**src/rtl/tl_phase_scheduler.sv**
```systemverilog
// tl_phase_scheduler
// Request scheduler in front of the traffic-light phase FSM. Up to NREQ
// request pulses are latched into a pending set, and a round-robin arbiter
// picks one of them. The winner is offered to the light FSM as a single grant
// over a valid/ack handshake. Each accepted grant starts a holdoff of GAP_S
// one-second ticks, so phases cannot be cycled faster than the safe rate.
//
// Optional feature macro: TL_SCHED_PRIO_EN
//   When it is defined, requester 0 is an emergency source. It wins
//   arbitration whenever it is pending, it aborts a running holdoff, and a
//   grant to it leaves the round-robin pointer unchanged.
//   When it is undefined (the default), the arbiter is pure round-robin and a
//   holdoff always runs to completion.
module tl_phase_scheduler #(
  parameter int NREQ  = 4,
  parameter int IDW   = 2,
  parameter int GAP_S = 10,
  parameter int CNT_W = 11
) (
  input  logic             clk,
  input  logic             rst_n,
  input  logic             tick_1s,
  input  logic             enable,
  input  logic [NREQ-1:0]  req_pulse,
  output logic             grant_valid,
  output logic [IDW-1:0]   grant_id,
  input  logic             grant_ack,
  output logic [NREQ-1:0]  pending,
  output logic             busy,
  output logic [CNT_W-1:0] holdoff_cnt
);

  typedef enum logic [1:0] {
    S_IDLE    = 2'd0,
    S_ARB     = 2'd1,
    S_ISSUE   = 2'd2,
    S_HOLDOFF = 2'd3
  } state_t;

  state_t           state_q, state_d;
  logic [NREQ-1:0]  pending_q, pending_d;
  logic             grant_valid_q, grant_valid_d;
  logic [IDW-1:0]   grant_id_q, grant_id_d;
  logic [IDW-1:0]   rr_ptr_q, rr_ptr_d;
  logic [CNT_W-1:0] holdoff_q, holdoff_d;
  logic             busy_q, busy_d;
  logic [IDW-1:0]   winner;

  // Round-robin search: the first set bit at or above ptr, wrapping at NREQ-1.
  function automatic logic [IDW-1:0] rr_pick(input logic [NREQ-1:0] req,
                                             input logic [IDW-1:0]  ptr);
    logic [IDW-1:0] win;
    logic [IDW-1:0] idx;
    logic           found;
    int             pos;
    win   = '0;
    found = 1'b0;
    for (int k = 0; k < NREQ; k++) begin
      pos = int'(ptr) + k;
      if (pos >= NREQ) pos = pos - NREQ;
      idx = IDW'(pos);
      if (!found && req[idx]) begin
        win   = idx;
        found = 1'b1;
      end
    end
    return win;
  endfunction

  // Successor index modulo NREQ, so it also works when NREQ is not a power of 2.
  function automatic logic [IDW-1:0] next_id(input logic [IDW-1:0] id);
    logic [IDW-1:0] nxt;
    if (int'(id) >= NREQ - 1) nxt = '0;
    else                      nxt = id + IDW'(1);
    return nxt;
  endfunction

  // Arbitration winner. The priority build lets requester 0 pre-empt the ring.
  always_comb begin
    winner = rr_pick(pending_q, rr_ptr_q);
`ifdef TL_SCHED_PRIO_EN
    if (pending_q[0]) winner = '0;
`endif
  end

  // FSM state register.
  always_ff @(posedge clk or negedge rst_n) begin
    if (!rst_n) state_q <= S_IDLE;
    else        state_q <= state_d;
  end

  // Next state and next register values. Defaults hold every register.
  always_comb begin
    state_d       = state_q;
    pending_d     = pending_q;
    grant_valid_d = grant_valid_q;
    grant_id_d    = grant_id_q;
    rr_ptr_d      = rr_ptr_q;
    holdoff_d     = holdoff_q;

    if (!enable) begin
      // Night/setup mode flushes the scheduler. The round-robin position is kept.
      state_d       = S_IDLE;
      pending_d     = '0;
      grant_valid_d = 1'b0;
      holdoff_d     = '0;
    end else begin
      unique case (state_q)
        S_IDLE: begin
          if (|pending_q) state_d = S_ARB;
        end

        S_ARB: begin
          if (|pending_q) begin
            grant_id_d    = winner;
            grant_valid_d = 1'b1;
            state_d       = S_ISSUE;
          end else begin
            state_d = S_IDLE;
          end
        end

        S_ISSUE: begin
          if (grant_ack) begin
            grant_valid_d         = 1'b0;
            pending_d[grant_id_q] = 1'b0;
`ifdef TL_SCHED_PRIO_EN
            if (grant_id_q != '0) rr_ptr_d = next_id(grant_id_q);
`else
            rr_ptr_d = next_id(grant_id_q);
`endif
            if (GAP_S == 0) begin
              holdoff_d = '0;
              state_d   = S_IDLE;
            end else begin
              holdoff_d = CNT_W'(GAP_S);
              state_d   = S_HOLDOFF;
            end
          end
        end

        S_HOLDOFF: begin
`ifdef TL_SCHED_PRIO_EN
          if (pending_q[0]) begin
            // An emergency request cuts the holdoff short.
            holdoff_d = '0;
            state_d   = S_ARB;
          end else if (tick_1s) begin
            if (holdoff_q <= CNT_W'(1)) begin
              holdoff_d = '0;
              state_d   = S_IDLE;
            end else begin
              holdoff_d = holdoff_q - CNT_W'(1);
            end
          end
`else
          if (tick_1s) begin
            // Saturate at zero so the counter can never wrap.
            if (holdoff_q <= CNT_W'(1)) begin
              holdoff_d = '0;
              state_d   = S_IDLE;
            end else begin
              holdoff_d = holdoff_q - CNT_W'(1);
            end
          end
`endif
        end

        default: begin
          state_d       = S_IDLE;
          grant_valid_d = 1'b0;
          holdoff_d     = '0;
        end
      endcase

      // New pulses are applied after any grant clear, so a pulse on the ack
      // edge keeps its bit set.
      pending_d = pending_d | req_pulse;
    end
  end

  assign busy_d = (state_d != S_IDLE);

  // Registered datapath and outputs.
  always_ff @(posedge clk or negedge rst_n) begin
    if (!rst_n) begin
      pending_q     <= '0;
      grant_valid_q <= 1'b0;
      grant_id_q    <= '0;
      rr_ptr_q      <= '0;
      holdoff_q     <= '0;
      busy_q        <= 1'b0;
    end else begin
      pending_q     <= pending_d;
      grant_valid_q <= grant_valid_d;
      grant_id_q    <= grant_id_d;
      rr_ptr_q      <= rr_ptr_d;
      holdoff_q     <= holdoff_d;
      busy_q        <= busy_d;
    end
  end

  assign grant_valid = grant_valid_q;
  assign grant_id    = grant_id_q;
  assign pending     = pending_q;
  assign busy        = busy_q;
  assign holdoff_cnt = holdoff_q;

endmodule

```
**config.mk**
```make
export PLATFORM = sky130hd
export DESIGN_NAME = tl_phase_scheduler
export DESIGN_NICKNAME = d
export VERILOG_FILES = /design/src/rtl/tl_phase_scheduler.sv
export SDC_FILE = /design/constraint.sdc
export NUM_CORES = 1
export LEC_CHECK = 0
export CORE_ASPECT_RATIO = 2
export CORE_MARGIN = 10
export CORE_UTILIZATION = 35
export CTS_CLUSTER_SIZE = 16
export DETAILED_ROUTE_END_ITERATION = 8
export GPL_TIMING_DRIVEN = 0
export SETUP_SLACK_MARGIN = 0.2
export SLEW_MARGIN = 10
export SYNTH_ARGS = -nofsm -noshare
export SYNTH_HDL_FRONTEND = slang
export SYNTH_SLANG_ARGS = --single-unit
```
**constraint.sdc**
```tcl
create_clock -name clk -period 2.5 [get_ports clk]
set_clock_uncertainty 0.05 [all_clocks]
set_input_delay 0.25 -clock clk [delete_from_list [all_inputs] [get_ports clk]]
set_output_delay 0.25 -clock clk [all_outputs]
set_load 0.01 [all_outputs]
```
Word level (Yosys, flattened, before mapping)
Cells that the tools add are included.

Add/sub/neg operators: 9. Order comparisons: 12. Equality and inequality tests: 8. Muxes and demuxes: 42. Bitwise gates (word level): 3. Reduce and logical (&&, ||, !) cells: 14.

Operator list (count): $mux 11 (4); $mux 2 (15); $pmux 11 s2 (1); $mux 4 (4); $lt 2x3->1 const B (5); $reduce_and 3->1 (4); $le 11x1->1 const B (1); $mux 1 (11); $sub 11x1->11 const B (1); $ge 3x3->1 const B (3); $ne 3x3->1 const B (3); $bmux 1 s2 (4); $pmux 2 s4 (1); $sub 2x1->2 const B (4); $add 2x2->3 const B (2); $ne 3x1->1 const B (2); $and 4x4->4 (1); $eq 2x2->1 const B (2); $logic_and 1x1->1 (4); $not 4->4 (1); $or 4x4->4 (1); $reduce_or 4->1 (1); $add 2x1->3 const B (1); $ge 2x3->1 const B (1); other kinds (9) (11).

Register bits after elaboration: 23. Input port bits: 9. Output and inout port bits: 19. Logic and storage cells: 95.

Depth between registers and ports, before layout
Depth in word-level cells: 14. Mapped depth: 6. Depth with buffers taken out: 6.

Worst setup path after synthesis
Ideal clock, no wire load.

Kind: flip-flop to flip-flop. Start point: register holdoff_q[5], in the netlist holdoff_cnt[5]. End point: register holdoff_q[8], in the netlist holdoff_cnt[8]. Setup time: 0.126 ns. Arrival time: 1.957 ns. Data required time: 2.324 ns. Slack: 0.367 ns. Cell stages (with the launch flop): 6. Path buffers: 1. Period minus slack after synthesis: 2.133 ns. Cells stage by stage: dfrtp_1 -> or4_1 -> buf_2 -> o41ai_4 -> nor2_2 -> a221o_1.

Cells in the longest elaborated chain, start to end: 5. Elaborated cells between the ends (all ways): 6.

Ends and longest elaborated chain: from (decl) (line 45) `logic [CNT_W-1:0] holdoff_q, holdoff_d;`; from (signal assigned) (line 198) `holdoff_q <= holdoff_d;`; $sub 11x1->11 or $le 11x1->1 (tied branches) (line 163, 159); $mux 11 * (line 159) `if (holdoff_q <= CNT_W'(1)) begin`; $mux 11 * (line 157) `if (tick_1s) begin`; $pmux 11 s2 * (line 108) `unique case (state_q)`; $mux 11 * (line 101) `if (!enable) begin`.

Mark *: on every way between the ends. The rest lies on a longest branch, timed or not. The select of a mux whose other input is x is not followed. A chain may end at the register's enable or synchronous reset.

Worst setup path in the final report
Ends and elaborated chain as after synthesis.

==> summary.md <==
| Metric | Value |
|---|---|
| First-pass GRT wire length | `5680 um` |
| CP Max Fanout | `8` |
| Tot Pwr | `1120 uW` |
| H-Tree Depth | `1` |
| Worst-Margin Slew | `1030 ps` |
| Initial core utilization | `36.5%` |
| Register bit total from synthesis | `23` |
| Grt ovf | `0` |
| Number of warnings issued by yosys | `0` |
| Worst skew pair latency | `270 ps` |
| Clk pin slew, worst setup/hold paths | `90 ps` |
| Async S/R FF share, synth | `100%` |
| TritonCTS Buffers | `3` |
| Largest area contributor in the netlist | `dfrtp_1` |
| CP arrival | `2310 ps` |
| Die area | `6760 sq um` |
| Critical Path RT | `2610 ps` |
| P per Cell Area | `659 nW/um^2` |
| Mapped cell area | `1320 sq um` |
| Critical Path Source Type | `flip-flop` |
| Maximum clock rate | `454 MHz` |
| CTS Hold Buffers Added | `0` |
| Clock Path Buffers | `2` |
| Largest net degree at the start of global routing | `24` |
| Post-DP HPWL | `2710 um` |
| Avg WL per Cell | `15.8 um` |
| Netlist cell types | `40` |
| Final setup TNS | `0 ps` |
| Layout cell share with drive strength beyond 1 | `10.1%` |
| Seq/Total Area, Yosys | `43.8%` |
| Top cell type's share of synthesized area | `43.8%` |
| Crit. End Element | `flip-flop` |
| Ranking of synthesized cells by area | `dfrtp_1 (44%), ha_1 (5.7%), a21oi_1 (5.3%)` |
| Maxcap violations | `0` |
| DR vias | `1197` |
| Vert. Die Dim | `107 um` |
| Most instantiated library cell after synthesis | `dfrtp_1` |
| Syn-to-layout area delta | `29.7%` |
| CTS tree | `done` |
| Syn_area_per_cell | `9.60 sq um` |
| Remaining antenna violation count | `0` |
| Core region area | `3610 sq um` |
| Diodes inserted | `0` |
| Rel. slew slack | `31.3%` |
| Global placer's final weighted congestion | `0.798` |
| Initial antenna violation count | `0` |
| PortBufs | `26` |
| Ys flop type | `dfrtp_1` |
| RSZ-0062 raised after global routing | `no` |
| Cell row count | `31` |
| Fin area | `1710 sq um` |
| Slew Limit Fails | `0` |
| Die Wd | `63.3 um` |
| Pleak | `0.000806 uW` |
| Post-Syn Instances | `137` |
| Top Ports | `28` |
| DR pass1 iterations | `6` |
| Placed cell area | `1640 sq um` |
| Synth Net Count | `152` |
| Vias per cell | `5.49` |
| Critical path class | `flip-flop to flip-flop` |
| VDD IR-drop max | `0.454 mV` |
| Tmin final | `2200 ps` |
| Nets | `185` |
| Worst Hold Class | `input pin to flip-flop` |
| Run status | `finished, final reports clean` |
| 1st-iter DRT viols | `31` |
| Top cells by count, synth | `dfrtp_1 (23), a21oi_1 (14), nand2_1 (12)` |
| Final Hold Viols | `0` |
| Total wire length | `3450 um` |
| Tot GR Track Use | `10.2%` |
| Tcrit/Tclk final | `88.0%` |
| DR DRC count | `0` |
| Final setup viols | `0` |
| Post-synth EDFFs | `0` |
| Vias in the first global route | `1239` |
| Clock Sink Count | `23` |
| Root Driver | `clkbuf_8` |
where the power goes:
part           leakage, uW  internal (uW)  total (uW)  switching (uW)
combinational     0.000478            185         384             199
sequential        0.000302            427         501            73.3
clock            0.0000255            112         240             128
kinds of logic after synthesis:
logic type / after synthesis / synth area share (%)
DFF: 23 / 43.8
adders and majority gates: 6 / 5.71
and+or+nand+nor: 48 / 19.5
AOI/OAI and AO/OA: 40 / 22.6
muxes: 5 / 4.09
buffers and inverters: 15 / 4.38
per-stage QoR:
step	std cells	util (%)	setup WS (ps)	hold slack [ps]
floorplan	137	-	367	-95.6
global placement	212	45.4	149	457
detailed placement	212	45.4	129	491
CTS	216	46.8	248	306
global route	218	47.3	195	331
finish	218	47.3	299	303
path summary, 6_finish.rpt:
kind / from / end / slack, ps / cells past startpoint
max: holdoff_cnt[5]$_DFFE_PN0P_ / holdoff_cnt[8]$_DFFE_PN0P_ / 300 / 5
min: enable / holdoff_cnt[1]$_DFFE_PN0P_ / 300 / 2
max reg2reg: holdoff_cnt[5]$_DFFE_PN0P_ / holdoff_cnt[8]$_DFFE_PN0P_ / 300 / 5
min reg2reg: rr_ptr_q[0]$_DFFE_PN0P_ / rr_ptr_q[0]$_DFFE_PN0P_ / 510 / 2
max in group asynchronous: rst_n / holdoff_cnt[4]$_DFFE_PN0P_ / 1220 / 1
min in group asynchronous: rst_n / holdoff_cnt[10]$_DFFE_PN0P_ / 480 / 1
flip-flops by register name, summed over array words and instances (netlist names):
name	cells
busy	1
grant_id	2
grant_valid	1
holdoff_cnt	11
pending	4
rr_ptr_q	2
state_q	2
cell type report:
class	instances	area [sq um]
clock buffer	3	41.3
clock inverter	1	5.00
inverter	9	33.8
tap	49	61.3
sequential	23	577
buffer	6	23.8
multi-input combinational	99	688
timing repair buffer	28	275
fill	350	1900
placed cells by master, fill, tap and decap left out, types with 3 or more instances in the layout:
cell	n
or3_1	3
and3_1	3
dfrtp_1	22
nor2_1	7
clkbuf_8	3
or4_1	5
ha_1	6
nor3_1	5
mux2_2	3
clkbuf_1	5
o21ai_0	4
nand3_1	4
a21oi_1	14
inv_1	8
clkdlybuf4s50_1	26
nand2_1	12
worst max-delay path, cell delays in order, from the launching register on:
cell     delay, ps
dfrtp_1        450
or4_1          530
buf_2          190
o41ai_4        430
nor2_2         110
a221o_1        320
metal layers:
| layer | GRT usage, % | vias up | share of wire (%) |
|---|---|---|---|
| li1 | - | 572 | - |
| met1 | 9.17 | 590 | 37 |
| met2 | 19.4 | 30 | 55 |
| met3 | 3.96 | 5 | 7.0 |
| met4 | 4.09 | 0 | 1.1 |
| met5 | 0 | - | 0 |
timing repair:
action,4_1_cts,5_1_grt
endpoints found under the setup margin,7,3
gates resized for setup,1,1
pin swaps,1,1
buffers inserted,0,2
(Power assumes the default switching activity.)
